===== config.mk =====
export PLATFORM = sky130hd
export DESIGN_NAME = display_scan_controller
export DESIGN_NICKNAME = d
export VERILOG_FILES = /design/src/rtl/display_scan_controller.sv
export SDC_FILE = /design/constraint.sdc
export NUM_CORES = 1
export LEC_CHECK = 0
export CORE_MARGIN = 3
export CORE_UTILIZATION = 58
export CTS_BUF_LIST = sky130_fd_sc_hd__clkbuf_8
export CTS_CLUSTER_SIZE = 20
export DETAILED_ROUTE_END_ITERATION = 12
export GPL_TIMING_DRIVEN = 0
export PLACE_DENSITY = 0.82
export SLEW_MARGIN = 0
export SYNTH_ARGS = -nofsm -noshare
export SYNTH_HDL_FRONTEND = slang
export SYNTH_SLANG_ARGS = --single-unit

===== constraint.sdc =====
create_clock -name clk_i -period 4.9 [get_ports clk_i]
set_input_delay 1.225 -clock clk_i [delete_from_list [all_inputs] [get_ports clk_i]]
set_output_delay 1.225 -clock clk_i [all_outputs]
set_load 0.005 [all_outputs]

===== src/rtl/display_scan_controller.sv =====
// display_scan_controller
// Scans an 8-digit seven-segment display one digit slot at a time. Each slot
// is split into 8 brightness phases of PHASE_LEN clocks. Displayed data is
// double-buffered, so new values only become visible on a frame boundary.
module display_scan_controller #(
    parameter int PHASE_LEN = 6250
) (
    input  logic        clk_i,
    input  logic        rst_i,
    input  logic        en_i,
    input  logic        load_i,
    input  logic [31:0] data_in_i,
    input  logic [7:0]  dp_in_i,
    input  logic [7:0]  digit_en_i,
    input  logic [2:0]  brightness_i,
    output logic [2:0]  digit_sel_o,
    output logic [3:0]  nibble_o,
    output logic        dp_o,
    output logic        blank_o,
    output logic        pending_o,
    output logic        frame_done_o
);

    localparam int PCNT_W = (PHASE_LEN > 1) ? $clog2(PHASE_LEN) : 1;
    localparam logic [PCNT_W-1:0] PCNT_LAST = PCNT_W'(PHASE_LEN - 1);

    typedef enum logic {
        SCAN,
        HOLD
    } scan_state_t;

    scan_state_t       mode;
    logic              boundary;

    logic [PCNT_W-1:0] pcnt_q, pcnt_d;
    logic [2:0]        phase_q, phase_d;
    logic [2:0]        slot_q, slot_d;

    logic [31:0]       activeData_q, activeData_d;
    logic [7:0]        activeDp_q, activeDp_d;
    logic [7:0]        activeEn_q, activeEn_d;
    logic [31:0]       shadowData_q, shadowData_d;
    logic [7:0]        shadowDp_q, shadowDp_d;
    logic [7:0]        shadowEn_q, shadowEn_d;

    logic              pending_q, pending_d;
    logic              frameDone_q, frameDone_d;
    logic              blank_q, blank_d;
    logic              dp_q, dp_d;
    logic [3:0]        nibble_q, nibble_d;

    // Next-state logic. The outputs are computed from the next counter and
    // buffer values, so they change on the same edge as the counters.
    always_comb begin
        mode     = en_i ? SCAN : HOLD;
        boundary = 1'b0;
        pcnt_d   = '0;
        phase_d  = '0;
        slot_d   = '0;

        case (mode)
            SCAN: begin
                boundary = (pcnt_q == PCNT_LAST) && (phase_q == 3'd7) && (slot_q == 3'd7);
                if (pcnt_q == PCNT_LAST) begin
                    pcnt_d  = '0;
                    phase_d = phase_q + 3'd1;
                    slot_d  = (phase_q == 3'd7) ? slot_q + 3'd1 : slot_q;
                end else begin
                    pcnt_d  = pcnt_q + PCNT_W'(1);
                    phase_d = phase_q;
                    slot_d  = slot_q;
                end
            end
            default: begin
                pcnt_d  = '0;
                phase_d = '0;
                slot_d  = '0;
            end
        endcase

        // A load on the boundary cycle still commits the older shadow contents.
        activeData_d = activeData_q;
        activeDp_d   = activeDp_q;
        activeEn_d   = activeEn_q;
        if (boundary && pending_q) begin
            activeData_d = shadowData_q;
            activeDp_d   = shadowDp_q;
            activeEn_d   = shadowEn_q;
        end

        shadowData_d = shadowData_q;
        shadowDp_d   = shadowDp_q;
        shadowEn_d   = shadowEn_q;
        if (load_i) begin
            shadowData_d = data_in_i;
            shadowDp_d   = dp_in_i;
            shadowEn_d   = digit_en_i;
        end

        pending_d   = load_i | (pending_q & ~boundary);
        frameDone_d = boundary;

        // Phase 0 is always dark so the previous digit cannot ghost into this one.
        nibble_d = activeData_d[{slot_d, 2'b00} +: 4];
        dp_d     = activeDp_d[slot_d];
        blank_d  = (mode == HOLD) || (phase_d == 3'd0) || (phase_d > brightness_i)
                   || !activeEn_d[slot_d];
    end

    // State and output registers; reset darkens the display and clears both buffers.
    always_ff @(posedge clk_i or posedge rst_i) begin
        if (rst_i) begin
            pcnt_q       <= '0;
            phase_q      <= '0;
            slot_q       <= '0;
            activeData_q <= '0;
            activeDp_q   <= '0;
            activeEn_q   <= '0;
            shadowData_q <= '0;
            shadowDp_q   <= '0;
            shadowEn_q   <= '0;
            pending_q    <= 1'b0;
            frameDone_q  <= 1'b0;
            blank_q      <= 1'b1;
            dp_q         <= 1'b0;
            nibble_q     <= '0;
        end else begin
            pcnt_q       <= pcnt_d;
            phase_q      <= phase_d;
            slot_q       <= slot_d;
            activeData_q <= activeData_d;
            activeDp_q   <= activeDp_d;
            activeEn_q   <= activeEn_d;
            shadowData_q <= shadowData_d;
            shadowDp_q   <= shadowDp_d;
            shadowEn_q   <= shadowEn_d;
            pending_q    <= pending_d;
            frameDone_q  <= frameDone_d;
            blank_q      <= blank_d;
            dp_q         <= dp_d;
            nibble_q     <= nibble_d;
        end
    end

    assign digit_sel_o  = slot_q;
    assign nibble_o     = nibble_q;
    assign dp_o         = dp_q;
    assign blank_o      = blank_q;
    assign pending_o    = pending_q;
    assign frame_done_o = frameDone_q;

endmodule

==> out/qor.json, run 1 <==
{
  "gpl_wtd_cong": {"value": 0.846},
  "reg2reg_launch_point": {"value": "pcnt_q[1]$_DFF_PP0_"},
  "hold_violations": {"value": 0},
  "power.net_switching": {"value": 0.509, "unit": "mW"},
  "floorplan.die.height": {"value": 107, "unit": "um"},
  "grt_start_max_net_pins": {"value": 82},
  "fill_cells": {"value": 696},
  "outcome": {"value": "finished, final reports clean"},
  "skew": {"value": 0.0122, "unit": "ns"},
  "syn-mean-instance-area": {"value": 12.5, "unit": "sq um"},
  "cts_max_path_buffers": {"value": 2},
  "crit_fanout": {"value": 10},
  "layoutNonFillerInstCount": {"value": 703},
  "min_delay_path_depth": {"value": 2},
  "power_frac_seq": {"value": 49.3, "unit": "%"},
  "route.detailed.drc": {"value": 0},
  "slew_headroom": {"value": 46.6, "unit": "%"},
  "globalRoute.totalOverflow": {"value": 0},
  "synth_warnings": {"value": 0},
  "tritoncts_buffer_count": {"value": 17},
  "drv_cap": {"value": 0},
  "timing.final.setup_violations": {"value": 0},
  "ys_dominant_reg_cell": {"value": "dfrtp_1"},
  "post_route_cells_drive_above_1_share": {"value": 26.7, "unit": "%"},
  "wirelength": {"value": 12300, "unit": "um"},
  "holdBufCountCts": {"value": 0},
  "cts_tree": {"value": "yes"},
  "max_slew_violation_total_from_the_final_report": {"value": 0},
  "route.detailed.wl_per_inst": {"value": 17.4, "unit": "um"},
  "type_of_element_capturing_the_critical_path": {"value": "flip-flop"},
  "hold_class": {"value": "reg -> reg"},
  "ctsHtreeMaxLevel": {"value": 4},
  "floorplan.die.width": {"value": 107, "unit": "um"},
  "drtPass1Iterations": {"value": 4},
  "worst_path_max_delay_cell": {"value": "clkdlybuf4s50_1"},
  "synth_seq_area_share": {"value": 52.2, "unit": "%"},
  "grt_usage": {"value": 23.0, "unit": "%"},
  "post_synth_instance_area": {"value": 5900, "unit": "sq um"},
  "post_cts.repair.setup_buffers": {"value": 0},
  "max-vdd-ir-drop": {"value": 289, "unit": "uV"},
  "clock_sinks": {"value": 123},
  "io_buffers": {"value": 64},
  "start_point_of_the_worst_min_delay_path": {"value": "activeEn_q[5]$_DFF_PP0_"},
  "hpwlAfterDp": {"value": 8830, "unit": "um"},
  "via_density_per_instance": {"value": 5.56},
  "initial_core_util": {"value": 60.0, "unit": "%"},
  "worstHoldEndpoint": {"value": "activeEn_q[5]$_DFF_PP0_"},
  "final_net_count": {"value": 620},
  "timing.critical_path.arrival": {"value": 4.13, "unit": "ns"},
  "crit_path_cell_trace": {"value": "clkdlybuf4s50_1 > clkbuf_1 > clkbuf_1 > nor2b_1 > ha_1 > nor2b_1 > o21ai_0 > o21ai_0 > o32ai_1 > o311ai_1"},
  "ant_nets": {"value": 0},
  "root_buffer": {"value": "clkbuf_8"},
  "share_of_the_cycle_needed_by_the_critical_path_after_routing": {"value": 77.9, "unit": "%"},
  "comb_power_share": {"value": 7.2, "unit": "%"},
  "fin_crit": {"value": 3.82, "unit": "ns"},
  "worst_setup_path_startpoint": {"value": "en_i"},
  "flops_latches_synth": {"value": 123},
  "row_count": {"value": 36},
  "worst_pin_slew": {"value": 0.801, "unit": "ns"},
  "worst_hold_slack": {"value": 0.489, "unit": "ns"},
  "power_report.internal_total": {"value": 1.70, "unit": "mW"},
  "unrepaired_setup_endpoints_after_global_routing": {"value": "false"},
  "resized_after_cts": {"value": 0},
  "number_of_enable_flip_flop_cells_after_synthesis": {"value": 0},
  "switching_part_of_the_total": {"value": 23.0, "unit": "%"},
  "mappedNetlistNets": {"value": 536},
  "power.density_cell_area": {"value": 309, "unit": "nW/um^2"},
  "syn_inst_count": {"value": 473},
  "insertion_delay": {"value": 0.42, "unit": "ns"},
  "post-layout-total-power": {"value": 2.21, "unit": "mW"},
  "worstPathRequired": {"value": 5.21, "unit": "ns"},
  "worst-r2r-setup-slack": {"value": 1.88, "unit": "ns"},
  "synth_cell_types": {"value": 37},
  "antenna_found_initial": {"value": 0},
  "pin_count": {"value": 66},
  "critical_path.reg2reg.endpoint": {"value": "blank_o$_DFF_PP1_"},
  "cpPeakStageDelay": {"value": 0.54, "unit": "ns"},
  "antenna_cells_inserted": {"value": 0},
  "grt_pass1_wl": {"value": 20400, "unit": "um"},
  "drt_iter0_markers": {"value": 203},
  "place_inst": {"value": 671},
  "critPathLaunchType": {"value": "primary input"},
  "grt_pass1_vias": {"value": 3970},
  "core_area": {"value": 9820, "unit": "sq um"},
  "timing.fmax": {"value": 0.262, "unit": "GHz"},
  "design.die.area": {"value": 11400, "unit": "sq um"},
  "timing.setup.critical_path_class": {"value": "in -> reg"},
  "number_of_cells_on_the_worst_reg_to_reg_path": {"value": 12},
  "power.clock.fraction": {"value": 43.5, "unit": "%"},
  "asyncSetResetFlopFracSynth": {"value": 100, "unit": "%"},
  "routed-via-count": {"value": 3907},
  "clk_pin_slew": {"value": 0.07, "unit": "ns"},
  "area_growth": {"value": 21.6, "unit": "%"},
  "power_leakage": {"value": 3.30, "unit": "nW"}
}
[critical path, delay by kind of cell]
kind                     cells  cell delay [ns]
AO/OA/AOI/OAI                4             0.88
adder cells (fa/ha/maj)      1             0.28
buffers and inverters        3             1.33
AND/OR/NAND/NOR              2             0.41
[state kept, by name (all words and copies together) (netlist names)]
| name | count |
|---|---|
| activeData_q | 32 |
| shadowData_q | 32 |
| pcnt_q | 13 |
| activeDp_q | 8 |
| activeEn_q | 8 |
| shadowDp_q | 8 |
| shadowEn_q | 8 |
| nibble_o | 4 |
| digit_sel_o | 3 |
| phase_q | 3 |
| blank_o | 1 |
| dp_o | 1 |
| frame_done_o | 1 |
| pending_o | 1 |
[kinds of logic after synthesis]
logic type	count (synthesis)	share of synthesized area [%]
multiplexers	150	27.9
flip-flops	123	52.2
AND/OR/NAND/NOR	117	9.97
buffers and inverters	35	2.74
AO/OA/AOI/OAI	27	3.57
XOR/XNOR	13	1.93
adder cells (fa/ha/maj)	8	1.70
[power by group through the flow]
stage / registers, mW / logic, mW / clock network (mW)
2_1_floorplan: 1.10 / 0.0915 / 0
3_3_place_gp: 1.11 / 0.151 / 0
3_5_place_dp: 1.11 / 0.160 / 0
4_1_cts: 1.09 / 0.161 / 0.975
5_1_grt: 1.10 / 0.172 / 1.03
6_report: 1.09 / 0.158 / 0.963
[cell usage after synthesis (2+ instances only)]
cell / number / area (sq um)
dfrtp_1: 122 / 3050
mux2_2: 95 / 1070
inv_1: 7 / 26.3
mux2i_1: 52 / 521
nand2b_1: 3 / 18.8
xor2_1: 7 / 61.3
and3_1: 15 / 93.8
mux2_4: 2 / 30.0
o21ai_0: 3 / 15.0
nor2_1: 58 / 218
ha_1: 8 / 100
nor3b_1: 3 / 22.5
clkbuf_1: 8 / 30.0
buf_2: 12 / 60.1
buf_1: 5 / 18.8
xnor2_1: 6 / 52.6
nand3_1: 6 / 30.0
nand2_1: 19 / 71.3
buf_4: 2 / 15.0
a22oi_1: 20 / 150
nor2b_1: 4 / 25.0
[per-layer routing]
metal	GRT usage, %	part of all wire (%)	vias up
li1	-	-	1844
met1	31.3	45	1950
met2	37.6	49	102
met3	5.84	4.6	11
met4	5.21	1.0	0
met5	0	0	-
[placed cells by master (no fill, tap or decap), types with 3 or more instances in the layout]
cell	netlist	layout
o21ai_0	3	3
a22oi_1	20	20
buf_2	12	12
buf_1	5	5
nor3b_1	3	3
mux2_2	95	95
inv_6	0	3
clkbuf_1	8	8
dfrtp_1	122	122
and3_1	15	15
nand3_1	6	6
clkdlybuf4s50_1	0	64
clkinv_4	0	3
clkinv_2	0	3
bufinv_16	0	4
mux2i_1	52	52
xor2_1	7	7
clkbuf_8	0	17
nor2b_1	4	4
nand2b_1	3	3
xnor2_1	6	6
ha_1	8	8
nand2_1	19	19
inv_1	7	7
nor2_1	58	58
[worst max path at each step]
stage | slack, ns | endpoint | cells past startpoint
6_report | 1.08 | blank_o$_DFF_PP1_ | 10
2_1_floorplan | 0.41 | activeData_q[0]$_DFF_PP0_ | 1
3_5_place_dp | 0.70 | blank_o$_DFF_PP1_ | 10
4_1_cts | 1.12 | blank_o$_DFF_PP1_ | 10
3_3_place_gp | -1.09 | shadowData_q[3]$_DFFE_PP0P_ | 2
5_1_grt | 0.98 | blank_o$_DFF_PP1_ | 10
[per-stage QoR]
stage          utilization [%]  area (sq um)  TNS [ns]  setup WS, ns
2_1_floorplan                -          5900         0         0.406
3_3_place_gp              68.3          6700   -131.79         -1.09
3_5_place_dp              68.6          6740         0         0.699
4_1_cts                   73.0          7170         0          1.12
5_1_grt                   73.0          7170         0         0.978
6_report                  73.0          7170         0          1.08
[final cells by class]
cell class / instances / area (sq um) / area share (%)
sequential: 123 / 3080 / 43.0
buffer: 28 / 135 / 1.89
inverter: 7 / 31.3 / 0.436
clock inverter: 15 / 198 / 2.76
clock buffer: 17 / 234 / 3.26
tap: 133 / 166 / 2.32
timing repair buffer: 65 / 668 / 9.32
multi-input combinational: 315 / 2660 / 37.0
No activity file was read; power rests on OpenSTA's default activity.
==> run 2, diff against run 1 <==
CORE_UTILIZATION = 53   (was 58)
PLACE_DENSITY = 0.79   (was 0.82)
clock period = 3.3 ns   (was 4.9 ns; I/O delays follow)
==> out/qor.json, run 2 (same netlist as run 1, synthesis figures left out) <==
{
  "routed-via-count": {"value": 3935, "change": "was 3907"},
  "grt_start_max_net_pins": {"value": 45, "change": "was 82"},
  "route.detailed.wl_per_inst": {"value": 17.6, "unit": "um", "change": "was 17.4 um"},
  "power_leakage": {"value": 3.28, "unit": "nW", "change": "was 3.30 nW"},
  "critPathLaunchType": {"value": "primary input", "change": "unchanged"},
  "worst-path-stages": {"value": 10, "change": "unchanged"},
  "pin_count": {"value": 66, "change": "unchanged"},
  "hold_class": {"value": "reg -> reg", "change": "unchanged"},
  "skew": {"value": 0.00869, "unit": "ns", "change": "was 0.0122 ns"},
  "core_area": {"value": 10600, "unit": "sq um", "change": "was 9820 sq um"},
  "post_route_cells_drive_above_1_share": {"value": 26.7, "unit": "%", "change": "about the same"},
  "design.die.area": {"value": 12400, "unit": "sq um", "change": "was 11400 sq um"},
  "unrepaired_setup_endpoints_after_global_routing": {"value": "false", "change": "unchanged"},
  "share_of_the_cycle_needed_by_the_critical_path_after_routing": {"value": 90.0, "unit": "%"},
  "post_cts.repair.setup_buffers": {"value": 0, "change": "unchanged"},
  "max_slew_violation_total_from_the_final_report": {"value": 0, "change": "unchanged"},
  "worstPathRequired": {"value": 3.63, "unit": "ns", "change": "was 5.21 ns"},
  "crit_fanout": {"value": 10, "change": "unchanged"},
  "timing.final.setup_violations": {"value": 0, "change": "unchanged"},
  "row_count": {"value": 37, "change": "was 36"},
  "route.detailed.drc": {"value": 0, "change": "unchanged"},
  "timing.fmax": {"value": 0.337, "unit": "GHz"},
  "floorplan.die.width": {"value": 111, "unit": "um", "change": "was 107 um"},
  "worst-r2r-setup-slack": {"value": 0.43, "unit": "ns", "change": "was 1.88 ns"},
  "layout_commonest_cell": {"value": "dfrtp_1", "change": "unchanged"},
  "final_net_count": {"value": 621, "change": "was 620"},
  "worst_hold_slack": {"value": 0.494, "unit": "ns", "change": "was 0.489 ns"},
  "wirelength": {"value": 12400, "unit": "um", "change": "was 12300 um"},
  "crit_path_cell_trace": {"value": "clkdlybuf4s50_1 > clkbuf_2 > clkbuf_2 > nor2b_1 > ha_1 > nor2b_1 > o21ai_0 > o21ai_0 > o32ai_1 > o311ai_1", "change": "was clkdlybuf4s50_1 > clkbuf_1 > clkbuf_1 > nor2b_1 > ha_1 > nor2b_1 > o21ai_0 > o21ai_0 > o32ai_1 > o311ai_1"},
  "cpPeakStageDelay": {"value": 0.55, "unit": "ns", "change": "was 0.54 ns"},
  "final_critical_path_setup_slack": {"value": 0.331, "unit": "ns", "change": "was 1.08 ns"},
  "post-layout-total-power": {"value": 3.10, "unit": "mW", "change": "was 2.21 mW"},
  "io_buffers": {"value": 64, "change": "unchanged"},
  "worst_path_max_delay_cell": {"value": "clkdlybuf4s50_1", "change": "unchanged"},
  "cts_max_path_buffers": {"value": 2, "change": "unchanged"},
  "max-vdd-ir-drop": {"value": 231, "unit": "uV", "change": "was 289 uV"},
  "ctsHtreeMaxLevel": {"value": 4, "change": "unchanged"},
  "insertion_delay": {"value": 0.42, "unit": "ns", "change": "about the same"},
  "timing.critical_path.arrival": {"value": 3.30, "unit": "ns", "change": "was 4.13 ns"},
  "fill_cells": {"value": 763, "change": "was 696"},
  "worst_pin_slew": {"value": 0.862, "unit": "ns", "change": "was 0.801 ns"},
  "ant_nets": {"value": 0, "change": "unchanged"},
  "fin_crit": {"value": 2.97, "unit": "ns"},
  "cp_top_family": {"value": "buffers and inverters", "change": "unchanged"},
  "gpl_wtd_cong": {"value": 0.888, "change": "was 0.846"},
  "number_of_cells_on_the_worst_reg_to_reg_path": {"value": 10, "change": "was 12"},
  "cts_tree": {"value": "yes", "change": "unchanged"},
  "floorplan.die.height": {"value": 111, "unit": "um", "change": "was 107 um"},
  "area_growth": {"value": 20.9, "unit": "%", "change": "was 21.6%"},
  "hold_violations": {"value": 0, "change": "unchanged"},
  "tritoncts_buffer_count": {"value": 17, "change": "unchanged"},
  "hpwlAfterDp": {"value": 9070, "unit": "um", "change": "was 8830 um"},
  "globalRoute.totalOverflow": {"value": 0, "change": "unchanged"},
  "resized_after_cts": {"value": 0, "change": "unchanged"},
  "drtPass1Iterations": {"value": 4, "change": "unchanged"},
  "timing.setup.critical_path_class": {"value": "in -> reg", "change": "unchanged"},
  "antenna_cells_inserted": {"value": 0, "change": "unchanged"},
  "root_buffer": {"value": "clkbuf_8", "change": "unchanged"},
  "outcome": {"value": "finished, final reports clean", "change": "unchanged"},
  "antenna_found_initial": {"value": 0, "change": "unchanged"},
  "cp_buf_inv_count": {"value": 3, "change": "unchanged"},
  "drv_cap": {"value": 0, "change": "unchanged"},
  "drt_iter0_markers": {"value": 220, "change": "was 203"},
  "via_density_per_instance": {"value": 5.58, "change": "was 5.56"},
  "clk_pin_slew": {"value": 0.07, "unit": "ns", "change": "about the same"},
  "grt_pass1_wl": {"value": 20700, "unit": "um", "change": "was 20400 um"},
  "grt_pass1_vias": {"value": 4179, "change": "was 3970"},
  "placement.setup.worst_slack": {"value": -0.385, "unit": "ns", "change": "was 0.699 ns"},
  "layout_common_cells": {"value": "dfrtp_1, mux2_2, clkdlybuf4s50_1", "change": "unchanged"},
  "min_delay_path_depth": {"value": 2, "change": "unchanged"},
  "initial_core_util": {"value": 55.9, "unit": "%", "change": "was 60.0%"},
  "power.density_cell_area": {"value": 434, "unit": "nW/um^2", "change": "was 309 nW/um^2"},
  "holdBufCountCts": {"value": 0, "change": "unchanged"},
  "clock_sinks": {"value": 123, "change": "unchanged"},
  "grt_usage": {"value": 20.9, "unit": "%", "change": "was 23.0%"},
  "reg.largest.list": {"value": "activeData_q: 32 flops, shadowData_q: 32 flops, pcnt_q: 13 flops", "change": "unchanged"},
  "slew_headroom": {"value": 42.4, "unit": "%", "change": "was 46.6%"},
  "type_of_element_capturing_the_critical_path": {"value": "flip-flop", "change": "unchanged"}
}
-- run 2: cell count changes in the layout (fill, tap and decap cells not counted), sizes merged --
cell | previous run | this run
bufinv | 4 | 1
clkinv | 6 | 2
inv | 10 | 8
clkbuf | 25 | 30
buf | 21 | 22
clkinvlp | 2 | 4
-- run 2: layout make-up --
class | instances | area, sq um | area share (%)
Buffer | 28 | 138 | 1.93
Clock buffer | 22 | 303 | 4.25
Clock inverter | 8 | 70.1 | 0.983
Inverter | 7 | 30.0 | 0.421
Multi-Input combinational cell | 315 | 2660 | 37.3
Sequential cell | 123 | 3080 | 43.2
Tap cell | 136 | 170 | 2.39
Timing Repair Buffer | 66 | 681 | 9.55
-- run 2: per-stage QoR --
stage / utilization (%) / setup TNS (ns) / cells / cell area, sq um
6_report: 67.5 / 0 / 705 / 7130
5_1_grt: 67.5 / 0 / 705 / 7130
4_1_cts: 67.5 / 0 / 705 / 7120
3_5_place_dp: 64.0 / -0.385 / 675 / 6750
3_3_place_gp: 63.6 / -11.40 / 673 / 6710
2_1_floorplan: - / 0 / 473 / 5900
-- run 2: path summary, 6_finish.rpt --
check,start,to
max,en_i,blank_o$_DFF_PP1_
min,activeEn_q[5]$_DFF_PP0_,activeEn_q[5]$_DFF_PP0_
max reg2reg,pcnt_q[7]$_DFF_PP0_,blank_o$_DFF_PP1_
min reg2reg,activeEn_q[5]$_DFF_PP0_,activeEn_q[5]$_DFF_PP0_
max in group asynchronous,rst_i,blank_o$_DFF_PP1_
min in group asynchronous,rst_i,shadowData_q[21]$_DFFE_PP0P_
-- run 2: worst reg2reg max path: cells and delay by family, from the launching register on --
family                     cells  cell delay, ns
muxes                          1            0.20
AOI/OAI and AO/OA              4            0.79
and+or+nand+nor                4            1.07
DFF                            1            0.45
adders and majority gates      1            0.27
-- run 2: power breakdown --
| part | internal, mW | switching (mW) | leakage, nW | total [mW] |
|---|---|---|---|---|
| logic | 0.137 | 0.0975 | 1.49 | 0.235 |
| registers | 1.57 | 0.0511 | 1.60 | 1.62 |
| clock network | 0.679 | 0.560 | 0.191 | 1.24 |
| total | 2.39 | 0.709 | 3.28 | 3.10 |
-- run 2: metal layers --
| metal | track usage [%] | share of wire, % | vias up |
|---|---|---|---|
| li1 | - | - | 1838 |
| met2 | 34.8 | 51 | 92 |
| met4 | 7.22 | 1.3 | 0 |
| met3 | 4.57 | 4.0 | 12 |
| met5 | 0 | 0 | - |
| met1 | 27.1 | 44 | 1993 |
==> run 3, diff against run 2 <==
CTS_CLUSTER_SIZE = unset   (was 20)
MAX_ROUTING_LAYER = met4   (was unset)
==> out/qor.json, run 3 (same netlist as run 1, synthesis figures left out) <==
{
  "outcome": {"value": "finished, final reports clean", "change": "unchanged"},
  "antenna_cells_inserted": {"value": 0, "change": "unchanged"},
  "hold_class": {"value": "reg -> reg", "change": "unchanged"},
  "grt_usage": {"value": 21.6, "unit": "%", "change": "was 20.9%"},
  "power_leakage": {"value": 3.28, "unit": "nW", "change": "unchanged"},
  "clk_pin_slew": {"value": 0.07, "unit": "ns", "change": "about the same"},
  "hold_violations": {"value": 0, "change": "unchanged"},
  "critPathLaunchType": {"value": "primary input", "change": "unchanged"},
  "max_slew_violation_total_from_the_final_report": {"value": 0, "change": "unchanged"},
  "postPlaceCellArea": {"value": 6750, "unit": "sq um", "change": "unchanged"},
  "pin_count": {"value": 66, "change": "unchanged"},
  "wirelength": {"value": 12400, "unit": "um", "change": "unchanged"},
  "root_buffer": {"value": "clkbuf_8", "change": "unchanged"},
  "gpl_wtd_cong": {"value": 0.902, "change": "was 0.888"},
  "drtPass1Iterations": {"value": 4, "change": "unchanged"},
  "post_cts.repair.setup_buffers": {"value": 0, "change": "unchanged"},
  "floorplan.die.height": {"value": 111, "unit": "um", "change": "unchanged"},
  "globalRoute.totalOverflow": {"value": 0, "change": "unchanged"},
  "cts_max_path_buffers": {"value": 2, "change": "unchanged"},
  "cts_tree": {"value": "yes", "change": "unchanged"},
  "timing.setup.critical_path_class": {"value": "in -> reg", "change": "unchanged"},
  "share_of_the_cycle_needed_by_the_critical_path_after_routing": {"value": 90.0, "unit": "%", "change": "about the same"},
  "timing.final.setup_violations": {"value": 0, "change": "unchanged"},
  "crit_path_cell_trace": {"value": "clkdlybuf4s50_1 > clkbuf_2 > clkbuf_2 > nor2b_1 > ha_1 > nor2b_1 > o21ai_0 > o21ai_0 > o32ai_1 > o311ai_1", "change": "unchanged"},
  "initial_core_util": {"value": 55.9, "unit": "%", "change": "unchanged"},
  "routed-via-count": {"value": 3944, "change": "was 3935"},
  "row_count": {"value": 37, "change": "unchanged"},
  "ant_nets": {"value": 0, "change": "unchanged"},
  "ctsHtreeMaxLevel": {"value": 4, "change": "unchanged"},
  "via_density_per_instance": {"value": 5.59, "change": "was 5.58"},
  "type_of_element_capturing_the_critical_path": {"value": "flip-flop", "change": "unchanged"},
  "tritoncts_buffer_count": {"value": 17, "change": "unchanged"},
  "min_delay_path_depth": {"value": 2, "change": "unchanged"},
  "clock_sinks": {"value": 123, "change": "unchanged"},
  "post_route_cells_drive_above_1_share": {"value": 26.7, "unit": "%", "change": "unchanged"},
  "worst_path_max_delay_cell": {"value": "clkdlybuf4s50_1", "change": "unchanged"},
  "layout_common_cells": {"value": "dfrtp_1, mux2_2, clkdlybuf4s50_1", "change": "unchanged"},
  "route.detailed.drc": {"value": 0, "change": "unchanged"},
  "timing.fmax": {"value": 0.337, "unit": "GHz", "change": "about the same"},
  "worstPathRequired": {"value": 3.63, "unit": "ns", "change": "about the same"},
  "area_growth": {"value": 20.9, "unit": "%", "change": "unchanged"},
  "cpPeakStageDelay": {"value": 0.55, "unit": "ns", "change": "about the same"},
  "final_net_count": {"value": 621, "change": "unchanged"},
  "grt_pass1_vias": {"value": 4183, "change": "was 4179"},
  "crit_fanout": {"value": 10, "change": "unchanged"},
  "insertion_delay": {"value": 0.42, "unit": "ns", "change": "about the same"},
  "drt_iter0_markers": {"value": 212, "change": "was 220"},
  "unrepaired_setup_endpoints_after_global_routing": {"value": "false", "change": "unchanged"},
  "fin_util": {"value": 67.5, "unit": "%", "change": "unchanged"},
  "max-vdd-ir-drop": {"value": 230, "unit": "uV", "change": "was 231 uV"},
  "route.detailed.wl_per_inst": {"value": 17.6, "unit": "um", "change": "unchanged"},
  "hpwlAfterDp": {"value": 9070, "unit": "um", "change": "unchanged"},
  "floorplan.die.width": {"value": 111, "unit": "um", "change": "unchanged"},
  "worst_pin_slew": {"value": 0.872, "unit": "ns", "change": "was 0.862 ns"},
  "drv_cap": {"value": 0, "change": "unchanged"},
  "timing.critical_path.arrival": {"value": 3.30, "unit": "ns", "change": "about the same"},
  "antenna_found_initial": {"value": 0, "change": "unchanged"},
  "core_area": {"value": 10600, "unit": "sq um", "change": "unchanged"},
  "io_buffers": {"value": 64, "change": "unchanged"},
  "fin_crit": {"value": 2.97, "unit": "ns", "change": "about the same"},
  "power.density_cell_area": {"value": 435, "unit": "nW/um^2", "change": "was 434 nW/um^2"},
  "skew": {"value": 0.00891, "unit": "ns", "change": "was 0.00869 ns"},
  "grt_start_max_net_pins": {"value": 45, "change": "unchanged"},
  "slew_headroom": {"value": 41.8, "unit": "%", "change": "was 42.4%"},
  "layout_commonest_cell": {"value": "dfrtp_1", "change": "unchanged"},
  "final_area": {"value": 7130, "unit": "sq um", "change": "unchanged"},
  "reg.largest.list": {"value": "activeData_q: 32 flops, shadowData_q: 32 flops, pcnt_q: 13 flops", "change": "unchanged"},
  "grt_pass1_wl": {"value": 20800, "unit": "um", "change": "was 20700 um"},
  "design.die.area": {"value": 12400, "unit": "sq um", "change": "unchanged"},
  "number_of_cells_on_the_worst_reg_to_reg_path": {"value": 10, "change": "unchanged"}
}
run 3: path summary, 6_finish.rpt:
kind | from | to | slack, ns
worst max-delay path | en_i | blank_o$_DFF_PP1_ | 0.33
worst min-delay path | activeEn_q[5]$_DFF_PP0_ | activeEn_q[5]$_DFF_PP0_ | 0.49
max in group asynchronous | rst_i | blank_o$_DFF_PP1_ | 1.63
min in group asynchronous | rst_i | shadowData_q[21]$_DFFE_PP0P_ | 0.92
worst max register to register | pcnt_q[7]$_DFF_PP0_ | blank_o$_DFF_PP1_ | 0.43
worst min register to register | activeEn_q[5]$_DFF_PP0_ | activeEn_q[5]$_DFF_PP0_ | 0.49
run 3: critical path: cells and delay by family:
| kind | cells | cell delay, ns |
|---|---|---|
| fa+ha+maj | 1 | 0.27 |
| simple gates | 2 | 0.34 |
| compound gates | 4 | 0.79 |
| buf+inv | 3 | 1.06 |
run 3: report_power, final:
group / leakage, nW / switching, mW / internal, mW
logic: 1.49 / 0.0975 / 0.137
clock network: 0.191 / 0.566 / 0.679
registers: 1.60 / 0.0512 / 1.57
run 3: area by class of cell:
| type | count | area, sq um |
|---|---|---|
| Multi-Input combinational cell | 315 | 2660 |
| Tap cell | 136 | 170 |
| Buffer | 28 | 138 |
| Fill cell | 763 | 3430 |
| Sequential cell | 123 | 3080 |
| Clock buffer | 22 | 303 |
| Inverter | 7 | 30.0 |
| Timing Repair Buffer | 66 | 681 |
| Clock inverter | 8 | 70.1 |
run 3: metrics by stage:
stage	setup TNS, ns	total power, mW	hold slack (ns)	setup WS (ns)	cells
2_1_floorplan	0	1.76	0.447	0.766	473
3_3_place_gp	-11.40	1.87	0.476	-0.324	673
3_5_place_dp	-0.385	1.89	0.482	-0.385	675
4_1_cts	0	3.13	0.499	0.0675	705
5_1_grt	0	3.23	0.517	0.165	705
6_report	0	3.10	0.494	0.331	705
run 3: layer usage:
metal | vias to the layer above | track usage (%) | routed length [um] | share of wire, %
li1 | 1842 | - | - | -
met4 | 0 | 7.54 | 214 | 1.7
met5 | - | - | 0 | 0
met3 | 18 | 4.62 | 501 | 4.0
met2 | 88 | 34.6 | 6200 | 50
met1 | 1996 | 27.4 | 5460 | 44
run 3: what timing repair did:
| action | in CTS | in global routing |
|---|---|---|
| resized for setup | 0 | 4 |
| setup endpoints to repair | 0 | 1 |
| hold endpoints to repair | 0 | 0 |
| hold buffers | 0 | 0 |
